===== config.mk =====
export PLATFORM = sky130hd
export DESIGN_NAME = if_stage
export DESIGN_NICKNAME = d
export VERILOG_FILES = /design/src/rtl/if_stage.sv
export SDC_FILE = /design/constraint.sdc
export NUM_CORES = 1
export LEC_CHECK = 0
export BUFFER_PORTS_ARGS = -buffer_cell sky130_fd_sc_hd__buf_2
export CORE_MARGIN = 4
export CORE_UTILIZATION = 42
export CTS_CLUSTER_DIAMETER = 150
export DETAILED_ROUTE_END_ITERATION = 16
export GPL_TIMING_DRIVEN = 0
export PLACE_DENSITY_LB_ADDON = 0.3
export SLEW_MARGIN = 20
export SYNTH_ARGS = -nofsm -noshare
export SYNTH_HDL_FRONTEND = slang
export SYNTH_SLANG_ARGS = --single-unit

===== constraint.sdc =====
create_clock -name clk -period 2.95 [get_ports clk]
set_clock_uncertainty 0.15 [all_clocks]
set_input_delay 0.4425 -clock clk [delete_from_list [all_inputs] [get_ports clk]]
set_output_delay 0.4425 -clock clk [all_outputs]
set_load 0.05 [all_outputs]

===== src/rtl/if_stage.sv =====
// Instruction fetch stage: owns the PC, the IF/ID pipeline register and the redirect/stall counters.
// A redirect resolved in EX has priority over a hazard stall, and reset overrides both.
module if_stage #(
    parameter logic [31:0] RESET_PC = 32'h0000_0000,
    parameter logic [31:0] NOP_INST = 32'h0000_0013
) (
    input  logic        clk,
    input  logic        rst,
    input  logic        stall,
    input  logic        ex_valid,
    input  logic [1:0]  ex_npc_op,
    input  logic        ex_br_taken,
    input  logic [31:0] ex_pc,
    input  logic [31:0] ex_imm,
    input  logic [31:0] ex_rs1,
    output logic [31:0] irom_addr,
    input  logic [31:0] irom_inst,
    output logic [31:0] if_id_pc,
    output logic [31:0] if_id_pc4,
    output logic [31:0] if_id_inst,
    output logic        if_id_valid,
    output logic        flush,
    output logic [31:0] redirect_cnt,
    output logic [31:0] stall_cnt
);
    localparam logic [1:0] OP_SEQ = 2'b00, OP_JALR = 2'b01, OP_BR = 2'b10, OP_JAL = 2'b11;

    logic [31:0] pc, pc4, target;
    logic        redirect;

    assign pc4       = pc + 32'd4;
    assign irom_addr = pc;

    always_comb begin
        redirect = 1'b0;
        target   = ex_pc + ex_imm;
        if (ex_valid) begin
            case (ex_npc_op)
                OP_JALR: redirect = 1'b1;
                OP_BR:   redirect = ex_br_taken;
                OP_JAL:  redirect = 1'b1;
                default: redirect = 1'b0;
            endcase
        end
        // Only jalr clears bit 0; bit 1 is passed through so misalignment shows up downstream.
        if (ex_npc_op == OP_JALR)
            target = (ex_rs1 + ex_imm) & ~32'h1;
    end

    assign flush = redirect & ~rst;

    always_ff @(posedge clk) begin
        if (rst) begin
            pc           <= RESET_PC;
            if_id_pc     <= '0;
            if_id_pc4    <= '0;
            if_id_inst   <= NOP_INST;
            if_id_valid  <= 1'b0;
            redirect_cnt <= '0;
            stall_cnt    <= '0;
        end else if (redirect) begin
            pc           <= target;
            if_id_pc     <= '0;
            if_id_pc4    <= '0;
            if_id_inst   <= NOP_INST;
            if_id_valid  <= 1'b0;
            redirect_cnt <= redirect_cnt + 32'd1;
        end else if (stall) begin
            stall_cnt    <= stall_cnt + 32'd1;
        end else begin
            pc           <= pc4;
            if_id_pc     <= pc;
            if_id_pc4    <= pc4;
            if_id_inst   <= irom_inst;
            if_id_valid  <= 1'b1;
        end
    end
endmodule


==> metrics, run 1 <==
status completed; Clock Latency Late Sink 430 ps; M3 GR Usage 3.28%; EDFF count, synth 0; via density per instance 5.33; die height 174 um; Synth cell types 74; initial core utilization 42.8%; DR pass1 iterations 5; Starting DRT DRC Count 741; clock share of power 31.9%; register-to-register setup slack 130 ps; Gate power share 27.9%; Sw Share 35.3%; Worst EP arrival 3070 ps; I/O Pins 329; Core ar. 27000 um^2; Hold Fails Final Rpt 0; GR Util met2 38.9%; post-DP HPWL 29.9 mm; Total Wirelength 37.0 mm; largest net degree at the start of global routing 19; cts bufs inserted 17; # DRC 0; ANT cells 0; largest area contributor in the netlist dfxtp_1; Final Setup Violations 0; share of layout cells above drive strength 1 23.6%; CP Max Fanout 6; Mapped Area 11600 um^2; Final period util 97.8%; Data required, critical path 3130 ps; final setup TNS 0 ps; NumNets Final 1967; Area contributors post-synth dfxtp_1 (33%), nor2_1 (7.5%), ha_1 (6.9%), xor2_1 (6.2%), xnor2_1 (5.8%); CP Class in -> reg; post-synthesis adder-cell area fraction 7.27%; Vias 11300; Final Max Slew Viols 0; Leakage 6.51 nW; CTS Buffer Depth 2; max-cap violation count 0; yosys warns 0; DRT antenna net count 0; CP Launch Type input pin; hold buffer count at CTS 0; synth cell count leaders nor2_1 (231), dfxtp_1 (191), a21oi_1 (117), nand2_1 (107), xor2_1 (82); main flop type after synthesis dfxtp_1; initial antenna violation count 0; Seq cells post-synth 191; Rows 60; largest family of logic cells by synthesized area simple AND/OR/NAND/NOR gates; P per Cell Area 480 nW/um^2; GRT Max-Usage Layer met2; switching power 0.00244 W; area of placed instances 13600 um^2; internal power 0.00447 W; compound-cell area share of the yosys netlist 17.6%; average wire per standard cell 17.5 um; sequential share of the synthesized area 33.1%; CTS tree done; Layout area overhead 24.5%; syn_area_per_cell 8.17 um^2; number of fill cells 2652; first-pass GRT wire length 57.2 mm; Reg clk slew, reported paths 70 ps; top-count cell post-synth nor2_1; Hold/Removal Path Class in -> reg; vias in the first global route 10500; Die Footprint 30200 um^2; relative slew slack 45.0%; Peak VDD IR 0.381 mV; Mapped Cells 1415; part of the power in registers 40.2%; mux cell area share after synthesis 5.54%; chip width 174 um; Sink Count 191; post-synthesis xor/xnor area fraction 12.0%; Final GP Congestion 0.922; FFs w/ async S/R, synth 0%; clock root buffer clkbuf_16; maximum achievable frequency 0.347 GHz; simple-gate share of the synthesized area 21.0%; met1 Resource Use GR 31.9%; Net Count, Synth 1616; Global Route Usage Sum 23.1%; Worst-Margin Slew 826 ps; min cycle time layout 2890 ps; fin area 14400 um^2; unrepaired setup endpoints after global routing true; grt ovf 0; # H-tree levels 4; Worst setup EP type register; port bufs 326; Synth top area share 33.1%
[power groups by stage]
stage | clock network, W | registers (W) | logic [W]
finish | 0.00221 | 0.00278 | 0.00193
floorplan | 0 | 0.00315 | 0.00101
detailed placement | 0 | 0.00284 | 0.00187
global route | 0.00237 | 0.00279 | 0.00207
CTS | 0.00226 | 0.00278 | 0.00188
global placement | 0 | 0.00283 | 0.00185
[cells in the final DEF, fill, tap and decap left out, drive strengths merged, types with 25 or more instances in the layout]
master  count
a21oi     122
xor2       82
nor2      233
inv        25
buf       354
ha         64
o21ai      52
dfxtp     191
a211oi     26
nand3      58
clkbuf     77
nand2     107
mux2i      64
a21o       25
xnor2      77
[critical path, stage by stage]
cell and delay, ps:
buf_8 80, ha_4 130, inv_2 40, fa_2 380
nand2b_4 170, a21oi_4 160, o21ai_2 90, o31a_4 390
o31ai_4 310, o31ai_4 160, a2111oi_4 360, o21ai_1 110
a311oi_1 250
[per-stage QoR]
stage          instances  setup WS [ps]  hold slack (ps)  util [%]  total power [W]
2_1_floorplan       1415          0.780              295         -          0.00415
3_3_place_gp        2082           -451              287      50.4          0.00468
3_5_place_dp        2082           -456              291      50.4          0.00470
4_1_cts             2114           22.2             65.7      52.5          0.00691
5_1_grt             2120          -37.7             82.6      53.3          0.00723
6_report            2120           64.2             84.8      53.3          0.00691
[layer usage]
metal,vias up,part of all wire [%]
met4,0,1.3
met1,5194,47
met3,29,5.9
li1,5671,-
met5,-,0
met2,404,46
[state kept, by name (all words and copies together), names as in the netlist]
register      flops
if_id_valid       1
irom_addr        32
if_id_inst       32
redirect_cnt     32
stall_cnt        32
if_id_pc4        30
if_id_pc         32
[cells by family (layout without fill, tap and decap cells)]
| logic type | after synthesis | count (layout) |
|---|---|---|
| muxes | 64 | 64 |
| buffers and inverters | 103 | 467 |
| DFF | 191 | 191 |
| AOI/OAI and AO/OA | 306 | 306 |
| and+or+nand+nor | 526 | 526 |
| adders and majority gates | 66 | 66 |
| xor gates and xnor gates | 159 | 159 |
[repair_timing]
action,CTS,global route
resized for setup,2,26
pin swaps,0,12
setup endpoints to repair,3,11
setup buffers,0,8
[layout make-up]
type                       count  area (um^2)  share of cell area (%)
multi-input combinational   1121         7460                    51.8
inverter                      22         82.6                   0.574
clock inverter                14          133                   0.921
timing repair buffer         334         1710                    11.9
tap                          341          427                    2.96
clock buffer                  18          439                    3.05
sequential                   191         3820                    26.6
buffer                        79          318                    2.21
[worst paths after layout]
path                                           startpoint                         end  cells past startpoint
worst min register to register   if_id_valid$_SDFFE_PP0N_    if_id_valid$_SDFFE_PP0N_                      2
worst max-delay path                            ex_imm[0]  irom_addr[28]$_SDFFE_PP0N_                     13
worst min-delay path                         irom_inst[0]  if_id_inst[0]$_SDFFE_PP1N_                      3
worst max register to register  irom_addr[3]$_SDFFE_PP0N_  irom_addr[26]$_SDFFE_PP0N_                     10
Power figures use the tool's default switching activity.
==> run 2: changes to the inputs <==
==> constraint.sdc (replaced) <==
create_clock -name clk -period 2.9 [get_ports clk]
set_clock_uncertainty 0.15 [all_clocks]
set_input_delay 0.435 -clock clk [delete_from_list [all_inputs] [get_ports clk]]
set_output_delay 0.435 -clock clk [all_outputs]
set_load 0.05 [all_outputs]
==> run 2 against run 1 <==
Against the previous run:
- register-to-register slack improved by 50 ps
- count of clock-buffer cells in the layout rose by 1
- critical path depth fell by 1
- largest power group unchanged
- global-route usage rose by 0.32 points
==> metrics, run 2 (synthesis gave the netlist of run 1 again) <==
die height 174 um (unchanged); share of layout cells above drive strength 1 23.6% (about the same); Final Max Slew Viols 0 (unchanged); final setup margin 59.9 ps (-4.28 ps); CTS Buffer Depth 2 (unchanged); final setup TNS 0 ps (unchanged); cts bufs inserted 17 (unchanged); commonest non-fill, non-tap cell in the layout buf_2; status completed; relative slew slack 43.9% (-1.0 points); port bufs 326 (unchanged); DR pass1 iterations 5 (unchanged); Leakage 6.45 nW (-0.89%); Peak VDD IR 0.427 mV (+12%); first-pass GRT wire length 57.9 mm (+1.2%); commonest cells after routing, fill and taps aside buf_2 (330), nor2_1 (230), dfxtp_1 (189), a21oi_1 (117), nand2_1 (107); Rows 60 (unchanged); # H-tree levels 4 (unchanged); Reg clk slew, reported paths 70 ps (about the same); largest net degree at the start of global routing 19 (unchanged); unrepaired setup endpoints after global routing true; Data required, critical path 3100 ps (-30 ps); Final period util 97.9%; # DRC 0 (unchanged); CTS tree done; DRT antenna net count 0 (unchanged); Total Wirelength 37.2 mm (+0.49%); Worst setup EP type register; Starting DRT DRC Count 759 (+2.4%); Hold Slack 66.2 ps (-18.6 ps); CP Class in -> reg; max-cap violation count 0 (unchanged); CP Max Fanout 4 (-2); post-DP HPWL 30.3 mm (+1.5%); CP Launch Type input pin; I/O Pins 329 (unchanged); worst path cell trace buf_2, inv_2, fa_1, nor2b_1, o31a_1, o41ai_4, o31a_1, o311ai_2, a41oi_1, xnor2_1, a21oi_1, o22ai_1; initial antenna violation count 0 (unchanged); clock root buffer clkbuf_16; Clock Latency Late Sink 430 ps (about the same); average wire per standard cell 17.6 um (+0.72%); dpl ws -540 ps (-84.6 ps); vias in the first global route 10600 (+0.028%); via density per instance 5.37 (+0.81%); Final Setup Violations 0 (unchanged); min cycle time layout 2840 ps; Worst EP arrival 3040 ps (-30 ps); grt ovf 0 (unchanged); Final GP Congestion 0.887 (-3.8%); Tot Pwr 0.00706 W (+2.2%); NumNets Final 1962 (-0.25%); Hold Fails Final Rpt 0 (unchanged); Global Route Usage Sum 23.4% (+0.32 points); Vias 11400 (+0.58%); chip width 174 um (unchanged); most frequent CP cell o31a_1; initial core utilization 42.8% (unchanged); Core ar. 27000 um^2 (unchanged); ANT cells 0 (unchanged); number of fill cells 2613 (-1.5%); critical path's slowest cell fa_1; Layout area overhead 24.3%; P per Cell Area 491 nW/um^2 (+2.4%); Sink Count 191 (unchanged); Worst-Margin Slew 841 ps (+15.6 ps); Hold/Removal Path Class in -> reg; Largest stage delay, worst path 460 ps (+70 ps); utilization after layout 53.2% (-0.10 points); Die Footprint 30200 um^2 (unchanged); maximum achievable frequency 0.352 GHz
## run 2: cell types whose count changed in the layout (fill, tap and decap cells not counted), sizes merged
cell and change:
inv +3, clkinv -5, buf -4, clkinvlp +1
## run 2: final cells by class
cell class / instances / area (um^2) / area share (%)
buffer: 79 / 318 / 2.21
clock buffer: 19 / 453 / 3.15
clock inverter: 13 / 124 / 0.862
inverter: 22 / 82.6 / 0.575
multi-input combinational: 1121 / 7480 / 52.1
sequential: 191 / 3830 / 26.6
tap: 341 / 427 / 2.97
timing repair buffer: 329 / 1650 / 11.5
## run 2: worst paths after layout
check                                                from                         end  slack [ps]  cells after the start
worst max register to register  irom_addr[2]$_SDFFE_PP0N_  irom_addr[28]$_SDFFE_PP0N_         180                     10
worst min-delay path                         irom_inst[1]  if_id_inst[1]$_SDFFE_PP1N_          70                      3
worst min register to register   if_id_valid$_SDFFE_PP0N_    if_id_valid$_SDFFE_PP0N_         300                      2
worst max-delay path                            ex_imm[1]  irom_addr[30]$_SDFFE_PP0N_          60                     12
## run 2: power breakdown
part           switching, W  internal, W
registers          0.000101      0.00272
clock network       0.00110      0.00118
logic               0.00129     0.000667
## run 2: worst max-delay path, delay by kind of cell
family	cells	cell delay (ps)
xor+xnor	1	270
compound gates	7	1520
simple gates	1	160
fa+ha+maj	1	460
buf+inv	2	180
## run 2: layer usage
layer | global-route usage [%] | vias to the layer above | share of wire (%)
li1 | - | 5656 | -
met1 | 32.4 | 5275 | 46
met2 | 39.5 | 405 | 47
met3 | 3.41 | 27 | 6.1
met4 | 4.35 | 0 | 1.1
met5 | 0 | - | 0
## run 2: stage by stage
stage / area [um^2] / std cells
final: 14400 / 2115
after global routing: 14400 / 2115
after CTS: 14200 / 2114
after detailed placement: 13600 / 2082
after global placement: 13600 / 2082
after floorplan: 11600 / 1415
## run 2: what timing repair did
action	4_1_cts	5_1_grt
pin swaps	0	10
buffers inserted	0	3
gates resized for setup	3	24
hold endpoints to repair	0	0
hold buffers	0	0
endpoints found under the setup margin	5	15
